===== src/rtl/cpu_defs_pkg.sv =====
`default_nettype none
// ============================================================================
// Module      : cpu_defs_pkg
// Description : Opcodes, FSM state encoding and IR field layout shared by the
//               ALU control sequencer and its instruction field decoder.
// Revision    : 1.0 - initial release
// ============================================================================
package cpu_defs_pkg;

  localparam logic [4:0] c_op_add  = 5'b00011;
  localparam logic [4:0] c_op_sub  = 5'b00100;
  localparam logic [4:0] c_op_and  = 5'b00101;
  localparam logic [4:0] c_op_or   = 5'b00110;
  localparam logic [4:0] c_op_shr  = 5'b00111;
  localparam logic [4:0] c_op_shl  = 5'b01000;
  localparam logic [4:0] c_op_ror  = 5'b01001;
  localparam logic [4:0] c_op_rol  = 5'b01010;
  localparam logic [4:0] c_op_mul  = 5'b01011;
  localparam logic [4:0] c_op_div  = 5'b01100;
  localparam logic [4:0] c_op_neg  = 5'b01101;
  localparam logic [4:0] c_op_not  = 5'b01110;
  localparam logic [4:0] c_op_halt = 5'b11111;

  localparam logic [3:0] c_s_idle = 4'd0;
  localparam logic [3:0] c_s_t0   = 4'd1;
  localparam logic [3:0] c_s_t1   = 4'd2;
  localparam logic [3:0] c_s_t2   = 4'd3;
  localparam logic [3:0] c_s_t3   = 4'd4;
  localparam logic [3:0] c_s_t4   = 4'd5;
  localparam logic [3:0] c_s_t5   = 4'd6;
  localparam logic [3:0] c_s_t6   = 4'd7;
  localparam logic [3:0] c_s_done = 4'd8;
  localparam logic [3:0] c_s_halt = 4'd9;

  localparam int c_ir_op_lsb = 27;
  localparam int c_ir_ra_lsb = 23;
  localparam int c_ir_rb_lsb = 19;
  localparam int c_ir_rc_lsb = 15;

  typedef struct packed {
    logic is_binary;
    logic is_unary;
    logic is_muldiv;
    logic is_halt;
    logic is_legal;
  } op_class_t;

  function automatic op_class_t classify_op(input logic [4:0] op);
    op_class_t cls;
    cls           = '0;
    cls.is_binary = (op >= c_op_add) && (op <= c_op_div);
    cls.is_unary  = (op == c_op_neg) || (op == c_op_not);
    cls.is_muldiv = (op == c_op_mul) || (op == c_op_div);
    cls.is_halt   = (op == c_op_halt);
    cls.is_legal  = cls.is_binary || cls.is_unary || cls.is_halt;
    return cls;
  endfunction

endpackage : cpu_defs_pkg
`default_nettype wire


===== src/rtl/ir_field_decoder.sv =====
`default_nettype none
// ============================================================================
// Module      : ir_field_decoder
// Description : Splits the instruction word into opcode and one-hot register
//               selects, and classifies the opcode.
// Revision    : 1.0 - initial release
// ============================================================================
module ir_field_decoder
  import cpu_defs_pkg::*;
(
  input  logic [31:0] ir,
  output logic [4:0]  opcode,
  output logic [15:0] ra_onehot,
  output logic [15:0] rb_onehot,
  output logic [15:0] rc_onehot,
  output logic        is_binary,
  output logic        is_unary,
  output logic        is_muldiv,
  output logic        is_halt,
  output logic        is_legal
);

  logic [3:0] w_ra;
  logic [3:0] w_rb;
  logic [3:0] w_rc;
  op_class_t  w_cls;
  logic       w_ir_unused;

  assign opcode = ir[c_ir_op_lsb +: 5];
  assign w_ra   = ir[c_ir_ra_lsb +: 4];
  assign w_rb   = ir[c_ir_rb_lsb +: 4];
  assign w_rc   = ir[c_ir_rc_lsb +: 4];

  // Low IR bits hold immediates that register-register ops never look at.
  assign w_ir_unused = ^ir[c_ir_rc_lsb-1:0];

  generate
    for (genvar i = 0; i < 16; i++) begin : g_onehot
      assign ra_onehot[i] = (w_ra == 4'(i));
      assign rb_onehot[i] = (w_rb == 4'(i));
      assign rc_onehot[i] = (w_rc == 4'(i));
    end
  endgenerate

  assign w_cls     = classify_op(opcode);
  assign is_binary = w_cls.is_binary;
  assign is_unary  = w_cls.is_unary;
  assign is_muldiv = w_cls.is_muldiv;
  assign is_halt   = w_cls.is_halt;
  assign is_legal  = w_cls.is_legal;

endmodule : ir_field_decoder
`default_nettype wire


===== src/rtl/alu_control_sequencer.sv =====
`default_nettype none
// ============================================================================
// Module      : alu_control_sequencer
// Description : Moore FSM driving fetch (T0-T2) and register-register ALU
//               execution (T3-T6) controls for the datapath.
// Revision    : 1.0 - initial release
// ============================================================================
module alu_control_sequencer
  import cpu_defs_pkg::*;
#(
  parameter int MEM_WAIT_MAX = 15
) (
  input  logic        clk,
  input  logic        clear,
  input  logic        run,
  input  logic        mem_ready,
  input  logic [31:0] IR_Data,
  output logic        PC_select,
  output logic        PC_enable,
  output logic        PC_increment_enable,
  output logic        MAR_enable,
  output logic        MDR_enable,
  output logic        MDR_select,
  output logic        read,
  output logic        IR_enable,
  output logic        Y_enable,
  output logic        Z_enable,
  output logic        Z_HI_select,
  output logic        Z_LO_select,
  output logic        HI_enable,
  output logic        LO_enable,
  output logic [15:0] reg_select,
  output logic [15:0] reg_enable,
  output logic [4:0]  alu_instruction,
  output logic        done,
  output logic        halted
);

  localparam int c_cnt_w = (MEM_WAIT_MAX < 2) ? 1 : $clog2(MEM_WAIT_MAX + 1);

  logic [3:0]         r_state;
  logic [3:0]         w_state_next;
  logic [c_cnt_w-1:0] r_wait_cnt;
  logic [c_cnt_w-1:0] w_wait_cnt_inc;
  logic [c_cnt_w-1:0] w_wait_cnt_d;

  logic [4:0]  w_opcode;
  logic [15:0] w_ra_oh;
  logic [15:0] w_rb_oh;
  logic [15:0] w_rc_oh;
  logic        w_is_binary;
  logic        w_is_unary;
  logic        w_is_muldiv;
  logic        w_is_halt;
  logic        w_is_legal;

  ir_field_decoder u_ir_field_decoder (
    .ir        (IR_Data),
    .opcode    (w_opcode),
    .ra_onehot (w_ra_oh),
    .rb_onehot (w_rb_oh),
    .rc_onehot (w_rc_oh),
    .is_binary (w_is_binary),
    .is_unary  (w_is_unary),
    .is_muldiv (w_is_muldiv),
    .is_halt   (w_is_halt),
    .is_legal  (w_is_legal)
  );

  assign w_wait_cnt_inc = r_wait_cnt + c_cnt_w'(1);

  // Counter is zero on the first T1 cycle and only advances on wait cycles.
  always_comb begin
    w_wait_cnt_d = '0;
    if (r_state == c_s_t1 && !mem_ready) begin
      w_wait_cnt_d = w_wait_cnt_inc;
    end else if (r_state == c_s_t1) begin
      w_wait_cnt_d = r_wait_cnt;
    end
  end

  always_comb begin
    w_state_next = r_state;
    case (r_state)
      c_s_idle: if (run) w_state_next = c_s_t0;
      c_s_t0:   w_state_next = c_s_t1;
      c_s_t1: begin
        if (mem_ready) begin
          w_state_next = c_s_t2;
        end else if (w_wait_cnt_inc == c_cnt_w'(MEM_WAIT_MAX)) begin
          w_state_next = c_s_halt;
        end
      end
      // Decided on the edge that closes T2, i.e. the IR value that T3 onward uses.
      c_s_t2: begin
        if (!w_is_legal)      w_state_next = c_s_done;
        else if (w_is_halt)   w_state_next = c_s_halt;
        else if (w_is_binary) w_state_next = c_s_t3;
        else                  w_state_next = c_s_t4;
      end
      c_s_t3:   w_state_next = c_s_t4;
      c_s_t4:   w_state_next = c_s_t5;
      c_s_t5:   w_state_next = w_is_muldiv ? c_s_t6 : c_s_done;
      c_s_t6:   w_state_next = c_s_done;
      c_s_done: w_state_next = run ? c_s_t0 : c_s_idle;
      c_s_halt: w_state_next = c_s_halt;
      default:  w_state_next = c_s_idle;
    endcase
  end

  always_ff @(posedge clk) begin
    if (clear) begin
      r_state    <= c_s_idle;
      r_wait_cnt <= '0;
    end else begin
      r_state    <= w_state_next;
      r_wait_cnt <= w_wait_cnt_d;
    end
  end

  always_comb begin
    PC_select           = 1'b0;
    PC_enable           = 1'b0;
    PC_increment_enable = 1'b0;
    MAR_enable          = 1'b0;
    MDR_enable          = 1'b0;
    MDR_select          = 1'b0;
    read                = 1'b0;
    IR_enable           = 1'b0;
    Y_enable            = 1'b0;
    Z_enable            = 1'b0;
    Z_HI_select         = 1'b0;
    Z_LO_select         = 1'b0;
    HI_enable           = 1'b0;
    LO_enable           = 1'b0;
    reg_select          = 16'h0000;
    reg_enable          = 16'h0000;
    alu_instruction     = 5'b00000;
    done                = 1'b0;
    halted              = 1'b0;
    case (r_state)
      c_s_t0: begin
        PC_select           = 1'b1;
        MAR_enable          = 1'b1;
        PC_increment_enable = 1'b1;
        Z_enable            = 1'b1;
      end
      c_s_t1: begin
        Z_LO_select = 1'b1;
        PC_enable   = (r_wait_cnt == '0);
        read        = 1'b1;
        MDR_enable  = 1'b1;
      end
      c_s_t2: begin
        MDR_select = 1'b1;
        IR_enable  = 1'b1;
      end
      c_s_t3: begin
        reg_select = w_rb_oh;
        Y_enable   = 1'b1;
      end
      c_s_t4: begin
        reg_select      = w_is_unary ? w_rb_oh : w_rc_oh;
        alu_instruction = w_opcode;
        Z_enable        = 1'b1;
      end
      c_s_t5: begin
        Z_LO_select = 1'b1;
        if (w_is_muldiv) LO_enable  = 1'b1;
        else             reg_enable = w_ra_oh;
      end
      c_s_t6: begin
        Z_HI_select = 1'b1;
        HI_enable   = 1'b1;
      end
      c_s_done: done   = 1'b1;
      c_s_halt: halted = 1'b1;
      default: ;
    endcase
  end

endmodule : alu_control_sequencer
`default_nettype wire


===== config.mk =====
export PLATFORM = sky130hd
export DESIGN_NAME = alu_control_sequencer
export DESIGN_NICKNAME = d
export VERILOG_FILES = /design/src/rtl/cpu_defs_pkg.sv /design/src/rtl/ir_field_decoder.sv /design/src/rtl/alu_control_sequencer.sv
export SDC_FILE = /design/constraint.sdc
export NUM_CORES = 1
export LEC_CHECK = 0
export BUFFER_PORTS_ARGS = -buffer_cell sky130_fd_sc_hd__buf_4
export CORE_AREA = 4 4 66 50
export CTS_BUF_LIST = sky130_fd_sc_hd__clkbuf_4
export DETAILED_ROUTE_END_ITERATION = 10
export DIE_AREA = 0 0 70 54
export GPL_TIMING_DRIVEN = 1
export HOLD_SLACK_MARGIN = 0.08
export PLACE_DENSITY = 0.81
export SETUP_SLACK_MARGIN = 0.2
export SLEW_MARGIN = 5
export SYNTH_ARGS = -nofsm -noshare
export SYNTH_HDL_FRONTEND = slang
export SYNTH_SLANG_ARGS = --single-unit

===== constraint.sdc =====
create_clock -name clk -period 2.7 [get_ports clk]
set_input_delay 0.27 -clock clk [delete_from_list [all_inputs] [get_ports clk]]
set_output_delay 0.27 -clock clk [all_outputs]
set_load 0.05 [all_outputs]

==> results.py <==
metrics = {
    "sta": {
        "fin_crit_sh_pct": 85.9,
        "slew_headroom_pct": 70.2,
        "rsz0062_at_grt": "no",
        "final.setup.tns_ns": 0,
        "fmax_ghz": 0.431,
        "finClkSkew_ns": 0.00975,
        "hold_violations": 0,
        "worst_slew_pin_slew_ns": 0.446,
        "slew_viol_final": 0,
        "setup_violations": 0,
        "period_needed_ns": 2.32,
    },
    "power_and_ir_drop": {
        "irDropWorstVdd_uv": 224,
        "power_frac_clock_pct": 16.7,
        "leakage_nw": 0.749,
        "combinationalPowerShare_pct": 58.4,
        "p_per_area_nw_per_um2": 342,
        "p_int_mw": 0.297,
        "p_sw_mw": 0.286,
        "switching_share_pct": 49.1,
        "power_frac_seq_pct": 24.9,
    },
    "synth": {
        "syn_nets": 196,
        "synth-seq-cells": 8,
        "synth-seq-area-share_pct": 14.2,
        "synth_cells": 157,
        "netlist_area_um2": 1130,
        "synth_edf_count": 0,
        "ys.flop_type": "dfxtp_1",
        "async_flop_share_pct": 0,
        "yosys_warnings": 0,
        "synth_cell_type_count": 53,
        "syn_area_per_cell_um2": 7.17,
    },
    "final_layout": {
        "post-route-util_pct": 63.7,
        "fillers": 250,
        "drive_above_1_share_pct": 43.1,
        "antennaDiodeCount": 0,
        "final_common_cell": "buf_4",
        "area_growth_pct": 51.7,
        "layout_common_cells": "buf_4 (74), nor2_1 (22), o22ai_1 (16)",
        "fin_nets": 266,
        "stdcell_area_um2": 1710,
    },
    "die": {
        "die_h_um": 54,
        "ioPinCount": 89,
        "die-area_um2": 3780,
        "dieWidth_um": 70,
        "core_area_um2": 2680,
        "placementRows": 16,
        "start_util_pct": 42.0,
    },
    "setup_path": {
        "reg2reg_to": "r_state[0]",
        "crit_chain": "nand2b_1 > nand2b_2 > or4b_4 > o22ai_1 > buf_4",
        "worstPathRequired_ns": 2.43,
        "cpPeakStageDelay_ns": 0.51,
        "crit_type": "flop to output pin",
        "reg2regPathDepth": 4,
        "r2r_start": "r_state[1]",
        "startpoint_type": "flop",
        "cp.arrival_ns": 2.05,
        "crit_slowest_cell": "or4b_4",
        "r2r_slack_ns": 0.88,
        "critPathMaxFanout": 14,
        "cp-end-kind": "output pin",
    },
    "detailed_routing": {
        "wl_um": 3690,
        "drt-pass1-iter-count": 4,
        "ant_nets": 0,
        "dr.first_iter.drc_count": 121,
        "vias": 1442,
        "vias_per_cell": 5.52,
        "drcViolationCount": 0,
        "post_drt_wl_per_cell_um": 14.1,
    },
    "place": {
        "hpwl_um": 2990,
        "port_buffers": 73,
        "place_area_um2": 1680,
        "gp_congestion": 0.863,
    },
    "global_routing": {
        "grt_util_all_layers_pct": 19.7,
        "antenna_found_initial": 0,
        "grt_first_pass_wirelength_um": 6040,
        "gr-total-overflow": 0,
        "grt_pass1_vias": 1317,
        "grt_max_degree": 15,
    },
    "min_path": {
        "holdCritPathClass": "input port to flop",
        "min_path_cells": 2,
        "min_to": "r_state[2]",
        "hp-start": "clear",
    },
    "cts": {
        "cts.sinks": 8,
        "h-tree-depth": 1,
        "clockRootBuffer": "clkbuf_4",
        "numCtsBuffers": 3,
        "path_clk_slew_ns": 0.05,
        "postCtsSetupRepairBufs": 0,
        "cts_tree": "done",
        "post_cts_resized": 0,
        "clock_path_buffers": 2,
        "clk_latency_ns": 0.27,
        "hold_buffers": 0,
    },
    "status": {
        "status": "complete, no violations",
    },
    "job": {
        "max_cap_violations": 0,
    },
}
-- flip-flops by register name, summed over array words and instances, names as in the netlist --
name and count:
r_state 4, r_wait_cnt 4
-- cell type report --
class | count | area (µm²) | area share (%)
Inverter | 8 | 30.0 | 1.76
Clock buffer | 3 | 22.5 | 1.32
Tap cell | 36 | 45.0 | 2.64
Sequential cell | 8 | 161 | 9.45
Timing Repair Buffer | 74 | 556 | 32.5
Multi-Input combinational cell | 132 | 893 | 52.3
-- power by group through the flow --
| stage | Combinational (mW) | Sequential, mW | Clock [mW] |
|---|---|---|---|
| after detailed placement | 0.340 | 0.147 | 0 |
| after CTS | 0.341 | 0.144 | 0.0997 |
| after global placement | 0.338 | 0.147 | 0 |
| after floorplan | 0.261 | 0.137 | 0 |
| after global routing | 0.366 | 0.149 | 0.104 |
| final | 0.341 | 0.145 | 0.0973 |
-- cell families (layout without fill, tap and decap cells) --
| kind of cell | after synthesis | count (layout) | synth area share, % |
|---|---|---|---|
| buffers and inverters | 17 | 85 | 8.11 |
| muxes | 1 | 1 | 0.889 |
| adders and majority gates | 3 | 3 | 3.33 |
| xor gates and xnor gates | 4 | 4 | 3.11 |
| AOI/OAI and AO/OA | 35 | 35 | 22.8 |
| DFF | 8 | 8 | 14.2 |
| and+or+nand+nor | 89 | 89 | 47.6 |
-- worst max path at each step --
| stage | from | cells past startpoint | end | slack (ns) |
|---|---|---|---|---|
| after floorplan | r_state[3] | 4 | PC_increment_enable | 0.24 |
| after global placement | r_state[2] | 5 | reg_select[0] | 0.63 |
| after detailed placement | r_state[2] | 5 | reg_select[11] | 0.62 |
| after CTS | r_state[3] | 5 | reg_select[11] | 0.34 |
| after global routing | r_state[1] | 5 | reg_select[3] | 0.22 |
| final | r_state[1] | 5 | reg_select[3] | 0.38 |
-- metal layers --
metal  part of all wire [%]  wire length [µm]  vias to the layer above  global-route usage [%]
li1                       -                 -                      728                       -
met1                     44              1620                      637                    26.3
met2                     45              1650                       68                    32.0
met3                     10               369                        9                    5.78
met4                    1.4                53                        0                    4.14
met5                      0                 0                        -                       0
-- cells in the mapped netlist (2+ instances only) --
library cell   n  area [µm²]
nand3_1        3        15.0
or2_2          4        25.0
nor2b_1        3        18.8
xnor2_1        2        17.5
o22ai_1       16         100
nand4b_1       6        52.6
nor3b_1        2        15.0
nand4_1        5        31.3
or4b_4         2        27.5
dfxtp_1        8         160
buf_4          5        37.5
nand2_1        7        26.3
nor2_1        23        86.3
o21ai_0        2        10.0
clkbuf_1       2        7.51
a211oi_1       3        22.5
a31oi_1        2        12.5
nand2b_1       6        37.5
or2b_1         2        15.0
inv_1          8        30.0
and2_1         5        31.3
nor3_1         7        35.0
xor2_1         2        17.5
ha_1           3        37.5
-- worst max-delay path, delay by kind of cell, from the launching register on --
| kind | cells | cell delay, ns |
|---|---|---|
| AO/OA/AOI/OAI | 1 | 0.17 |
| AND/OR/NAND/NOR | 3 | 0.96 |
| buffers and inverters | 1 | 0.23 |
| flip-flops | 1 | 0.42 |
-- through the flow --
step / power (mW) / cells / hold slack (ns) / setup slack [ns]
3_3_place_gp: 0.485 / 258 / 0.464 / 0.633
3_5_place_dp: 0.487 / 258 / 0.464 / 0.616
4_1_cts: 0.585 / 261 / 0.187 / 0.336
6_report: 0.583 / 261 / 0.188 / 0.381
2_1_floorplan: 0.398 / 157 / 0.339 / 0.240
5_1_grt: 0.619 / 261 / 0.181 / 0.216
(Power assumes the default switching activity.)
